--- config.mk ---
export PLATFORM = sky130hd
export DESIGN_NAME = layer_scheduler
export DESIGN_NICKNAME = d
export VERILOG_FILES = /design/src/rtl/cnn_pkg.sv /design/src/rtl/sched_watchdog.sv /design/src/rtl/layer_scheduler.sv
export SDC_FILE = /design/constraint.sdc
export NUM_CORES = 1
export LEC_CHECK = 0
export CORE_MARGIN = 2
export CORE_UTILIZATION = 30
export CTS_CLUSTER_DIAMETER = 50
export DETAILED_ROUTE_END_ITERATION = 7
export GPL_TIMING_DRIVEN = 0
export PLACE_DENSITY = 0.59
export SETUP_SLACK_MARGIN = 0.3
export SLEW_MARGIN = 10
export SYNTH_ARGS = -nofsm -noshare
export SYNTH_HDL_FRONTEND = slang
export SYNTH_HIERARCHICAL = 1
export SYNTH_SLANG_ARGS = --single-unit
--- constraint.sdc ---
create_clock -name clk -period 4.74 [get_ports clk]
set_clock_uncertainty 0.2 [all_clocks]
set_input_delay 0.711 -clock clk [delete_from_list [all_inputs] [get_ports clk]]
set_output_delay 0.711 -clock clk [all_outputs]
set_load 0.005 [all_outputs]
--- src/rtl/cnn_pkg.sv ---
// rtl/cnn_pkg.sv - shared types, constants and helpers for the CNN layer scheduler
package cnn_pkg;

    // Width of the inference cycle counter
    localparam int SCHED_COUNT_WIDTH = 32;

    // Scheduler sequencing states
    typedef enum logic [2:0] {
        S_IDLE   = 3'd0,
        S_LAUNCH = 3'd1,
        S_WAIT   = 3'd2,
        S_NEXT   = 3'd3,
        S_DONE   = 3'd4,
        S_ERROR  = 3'd5
    } sched_state_e;

    // Increment that sticks at all-ones instead of wrapping
    function automatic logic [SCHED_COUNT_WIDTH-1:0] sat_inc(
        input logic [SCHED_COUNT_WIDTH-1:0] value
    );
        return (&value) ? value : value + SCHED_COUNT_WIDTH'(1);
    endfunction

endpackage

--- src/rtl/sched_watchdog.sv ---
// rtl/sched_watchdog.sv - per-layer run-to-done watchdog for the layer scheduler
module sched_watchdog #(
    parameter int TIMEOUT_CYCLES = 65535
) (
    input  logic clk,
    input  logic reset,
    input  logic clear,
    input  logic enable,
    output logic expired
);

    localparam int CW = $clog2(TIMEOUT_CYCLES + 1);

    // Number of cycles elapsed since the run pulse; the launch cycle itself
    // counts as one, so the first wait cycle already reads 1.
    logic [CW-1:0] count;

    // Load on launch, count while waiting, stick at the limit
    always_ff @(posedge clk) begin
        if (reset) begin
            count <= '0;
        end else if (clear) begin
            count <= CW'(1);
        end else if (enable && (count != CW'(TIMEOUT_CYCLES))) begin
            count <= count + CW'(1);
        end
    end

    // Fires on the last wait cycle that could still see a valid done, so the
    // scheduler lands in its error state exactly TIMEOUT_CYCLES after the run.
    assign expired = enable && (count >= CW'(TIMEOUT_CYCLES - 1));

endmodule

--- src/rtl/layer_scheduler.sv ---
// rtl/layer_scheduler.sv - sequences chained layer engines with ping-pong buffers and watchdog
module layer_scheduler
    import cnn_pkg::*;
#(
    parameter int NUM_LAYERS     = 4,
    parameter int TIMEOUT_CYCLES = 65535
) (
    input  logic                           clk,
    input  logic                           reset,
    input  logic                           i_start,
    input  logic                           i_abort,
    output logic [NUM_LAYERS-1:0]          layer_run,
    input  logic [NUM_LAYERS-1:0]          layer_done,
    output logic                           buf_sel,
    output logic [$clog2(NUM_LAYERS)-1:0]  cur_layer,
    output logic                           o_busy,
    output logic                           o_done,
    output logic                           o_error,
    output logic [$clog2(NUM_LAYERS)-1:0]  o_err_layer,
    output logic [SCHED_COUNT_WIDTH-1:0]   o_total_cycles
);

    localparam int             LW   = $clog2(NUM_LAYERS);
    localparam logic [LW-1:0]  LAST = LW'(NUM_LAYERS - 1);

    sched_state_e                  state;
    sched_state_e                  state_n;
    logic [LW-1:0]                 cur_n;
    logic                          buf_n;
    logic [LW-1:0]                 err_layer_n;
    logic [SCHED_COUNT_WIDTH-1:0]  total_n;
    logic [NUM_LAYERS-1:0]         run_n;
    logic [NUM_LAYERS-1:0]         cur_mask;
    logic                          valid_done;
    logic                          stray_done;
    logic                          wd_clear;
    logic                          wd_enable;
    logic                          wd_expired;

    assign wd_clear  = (state == S_LAUNCH);
    assign wd_enable = (state == S_WAIT);

    sched_watchdog #(
        .TIMEOUT_CYCLES (TIMEOUT_CYCLES)
    ) u_watchdog (
        .clk     (clk),
        .reset   (reset),
        .clear   (wd_clear),
        .enable  (wd_enable),
        .expired (wd_expired)
    );

    // Split incoming done pulses into the active layer's and everyone else's
    always_comb begin
        cur_mask            = '0;
        cur_mask[cur_layer] = 1'b1;
    end

    assign valid_done = |(layer_done & cur_mask);
    assign stray_done = |(layer_done & ~cur_mask);

    // Next-state and next-register values; abort overrides everything
    always_comb begin
        state_n     = state;
        cur_n       = cur_layer;
        buf_n       = buf_sel;
        err_layer_n = o_err_layer;
        total_n     = o_total_cycles;

        // Every cycle from the first launch through the done cycle is billed,
        // including a cycle that ends up being aborted.
        if ((state == S_LAUNCH) || (state == S_WAIT) ||
            (state == S_NEXT)   || (state == S_DONE)) begin
            total_n = sat_inc(o_total_cycles);
        end

        if (i_abort && (state != S_IDLE)) begin
            state_n = S_IDLE;
        end else begin
            case (state)
                S_IDLE: begin
                    if (i_start && !i_abort) begin
                        state_n     = S_LAUNCH;
                        cur_n       = '0;
                        buf_n       = 1'b0;
                        total_n     = '0;
                        err_layer_n = '0;
                    end
                end
                S_LAUNCH: begin
                    if (stray_done) begin
                        state_n     = S_ERROR;
                        err_layer_n = cur_layer;
                    end else begin
                        state_n = S_WAIT;
                    end
                end
                S_WAIT: begin
                    // Stray beats valid done, valid done beats the timeout
                    if (stray_done) begin
                        state_n     = S_ERROR;
                        err_layer_n = cur_layer;
                    end else if (valid_done) begin
                        state_n = (cur_layer == LAST) ? S_DONE : S_NEXT;
                    end else if (wd_expired) begin
                        state_n     = S_ERROR;
                        err_layer_n = cur_layer;
                    end
                end
                S_NEXT: begin
                    state_n = S_LAUNCH;
                    cur_n   = cur_layer + LW'(1);
                    buf_n   = ~buf_sel;
                end
                S_DONE: begin
                    state_n = S_IDLE;
                end
                S_ERROR: begin
                    state_n = S_ERROR;
                end
                default: begin
                    state_n = S_IDLE;
                end
            endcase
        end
    end

    // Run pulse for the layer about to be launched
    always_comb begin
        run_n = '0;
        if (state_n == S_LAUNCH) begin
            run_n[cur_n] = 1'b1;
        end
    end

    // State and all outputs registered together from the next-state values
    always_ff @(posedge clk) begin
        if (reset) begin
            state          <= S_IDLE;
            layer_run      <= '0;
            buf_sel        <= 1'b0;
            cur_layer      <= '0;
            o_busy         <= 1'b0;
            o_done         <= 1'b0;
            o_error        <= 1'b0;
            o_err_layer    <= '0;
            o_total_cycles <= '0;
        end else begin
            state          <= state_n;
            layer_run      <= run_n;
            buf_sel        <= buf_n;
            cur_layer      <= cur_n;
            o_busy         <= (state_n != S_IDLE) && (state_n != S_ERROR);
            o_done         <= (state_n == S_DONE);
            o_error        <= (state_n == S_ERROR);
            o_err_layer    <= err_layer_n;
            o_total_cycles <= total_n;
        end
    end

endmodule

==> results.yml <==
status:
  status: "finished clean"
sta:
  fin_tns_setup_ps: 0
  post-route-period-util_pct: 64.8
  rsz0062_at_grt: "false"
  relSlewSlack_pct: 28.0
  finalMaxSlewViolations: 0
  finalHoldViolCount: 0
  finalSetupViolCount: 0
  fmax_mhz: 325
  min_period_ps: 3070
  worstMarginPinSlew_ps: 1070
  hold_ws_ps: 294
route:
  vias_per_cell: 5.50
  drc: 0
  ant_nets: 0
  via_count: 3395
  wl_per_cell_um: 14.4
  dr.first_iter.drc_count: 155
  drt-total-wl_um: 8900
  drt_first_pass_iters: 4
worst_setup_path:
  cp.required_ps: 4770
  crit_path_end_kind: "flop"
  reg2reg_from: "state[0]"
  cp.arrival_ps: 3100
  start_kind: "flop"
  rrSetupSlack_ps: 1670
  critPathMaxFanout: 10
  critPathLaunch: "state[0]"
  crit_type: "flop to flop"
floorplan:
  die_width_um: 111
  core_area_mm2: 0.0110
  ioPinCount: 52
  rows: 38
  start_util_pct: 31.1
  die-area_mm2: 0.0122
  fp.dieH_um: 111
final_layout:
  drive_above_1_share_pct: 7.97
  area_growth_syn_to_layout_pct: 28.1
  mostFrequentLayoutCells: "63 x dfxtp_1, 51 x clkdlybuf4s50_1, 42 x a21oi_1"
  n_antenna_cell: 0
  nNetsFinal: 491
  fillCellCount: 1129
  final_common_cell: "dfxtp_1"
logic_synthesis:
  synth.mux.area_fraction_pct: 1.17
  synth_xor_xnor_area_share_pct: 0.514
  synthAdderAreaFrac_pct: 2.93
  synth_edf_count: 0
  ys_seq_elements: 63
  synth.distinct_cells: 57
  synth_top_area_share_pct: 37.0
  yosys-top-cells-area: "dfxtp_1 37%, a21oi_1 6.2%, or3_1 5.1%"
  syn_area_per_cell_um2: 8.26
  ys_warn_count: 6
  yosysTopAreaCell: "dfxtp_1"
  synthSimpleGateAreaFrac_pct: 32.9
  synthFlopType: "dfxtp_1"
  syn-num-nets: 429
  synth_compound_area_share_pct: 21.6
  synthArstFlopShare_pct: 0
  syn_inst: 413
  ys_seq_area_share_pct: 37.0
  synth.cell_area_mm2: 0.00341
  synth_top_family_by_area: "simple AND/OR/NAND/NOR gates"
min_path:
  hold_class: "flop to flop"
  min-delay-start: "o_err_layer[0]"
pwr:
  p_per_area_mw_per_mm2: 288
  p_leak_nw: 1.39
  ir_worst_vdd_mv: 0.122
clock_tree:
  numCtsBuffers: 9
  cts_resized: 0
  post-cts-setup-buffers: 0
  clkSinkCount: 63
  clockRootBuffer: "clkbuf_16"
  clock_latency_ps: 330
  clk_pin_slew_ps: 50
  hold_buffers: 0
  h-tree-depth: 3
  clk_path_buf_depth: 2
  cts_tree: "done"
placement:
  place.port_buffers: 51
  gp_congestion: 0.862
  dp_hpwl_um: 6380
grt:
  grt_pass1_vias: 3164
  grt_first_pass_wirelength_um: 14900
  overflow: 0
  grt_start_max_net_pins: 12
  grt_use_total_pct: 14.3
  antenna_found_initial: 0
job:
  drv_cap: 0
-- stage by stage --
| step | power (W) | worst slack (ps) | area [µm²] | cells | util [%] |
|---|---|---|---|---|---|
| final | 0.00126 | 1670 | 4370 | 617 | 39.8 |
| after global routing | 0.00131 | 1500 | 4370 | 617 | 39.8 |
| after detailed placement | 0.000662 | 1690 | 4100 | 604 | 37.3 |
| after floorplan | 0.000622 | 2270 | 3410 | 413 | - |
| after global placement | 0.000661 | 1680 | 4100 | 604 | 37.3 |
| after CTS | 0.00127 | 1730 | 4370 | 617 | 39.8 |
-- Yosys cell counts, types with 7 or more instances --
cell	count
nand2_1	29
nand4_1	13
and3_1	7
inv_1	14
nor4_1	7
or4_1	18
clkbuf_1	7
nor2_1	26
dfxtp_1	63
ha_1	8
o31ai_1	13
or3_1	28
a21oi_1	42
o21ai_0	30
nand3_1	19
-- critical path, cell delays in order (launching register included) --
cell and delay (ps):
dfxtp_1 350, clkbuf_1 210, nand2b_1 270, nor2_1 390, o211ai_1 180, nor4_1 410
and3_1 230, o21ai_0 140, a31o_2 310, nor4b_1 280
-- area by class of cell --
type                            count  area (µm²)  share of cell area, %
Sequential cell                    63        1260                   28.9
Timing Repair Buffer               51         510                   11.7
Multi-Input combinational cell    321        2020                   46.1
Clock inverter                      1        5.00                  0.115
Buffer                             15        81.3                   1.86
Clock buffer                       12         267                   6.10
Inverter                           14        52.6                   1.20
Tap cell                          140         175                   4.01
-- power by group --
| group | leakage (nW) | internal [W] | switching, W |
|---|---|---|---|
| Sequential | 0.509 | 0.000539 | 0.00000759 |
| Combinational | 0.741 | 0.0000417 | 0.0000635 |
| Clock | 0.136 | 0.000386 | 0.000220 |
| Total | 1.39 | 0.000967 | 0.000291 |
-- flip-flops by register name, indices dropped and copies added, names as in the netlist --
signal	count
buf_sel	1
cur_layer	2
layer_run	4
o_busy	1
o_done	1
o_err_layer	2
o_error	1
o_total_cycles	32
state	3
u_watchdog/count	16
-- metal layers --
layer	track usage [%]	up-vias	part of all wire (%)	wire, µm
met5	0	-	0	0
met4	5.08	0	0.52	46
met3	3.68	4	3.5	311
met2	23.5	69	46	4130
met1	18.2	1623	50	4410
li1	-	1699	-	-
-- path summary, 6_finish.rpt --
path	endpoint	depth (start not counted)
setup / recovery	layer_run[3]	9
hold / removal	o_err_layer[0]	2
setup reg to reg	layer_run[3]	9
hold reg to reg	o_err_layer[0]	2
-- cells by family after synthesis --
| logic type | count (synthesis) |
|---|---|
| DFF | 63 |
| adders and majority gates | 8 |
| and+or+nand+nor | 190 |
| muxes | 4 |
| AOI/OAI and AO/OA | 117 |
| xor gates and xnor gates | 2 |
| buffers and inverters | 29 |
Power figures use the tool's default switching activity.
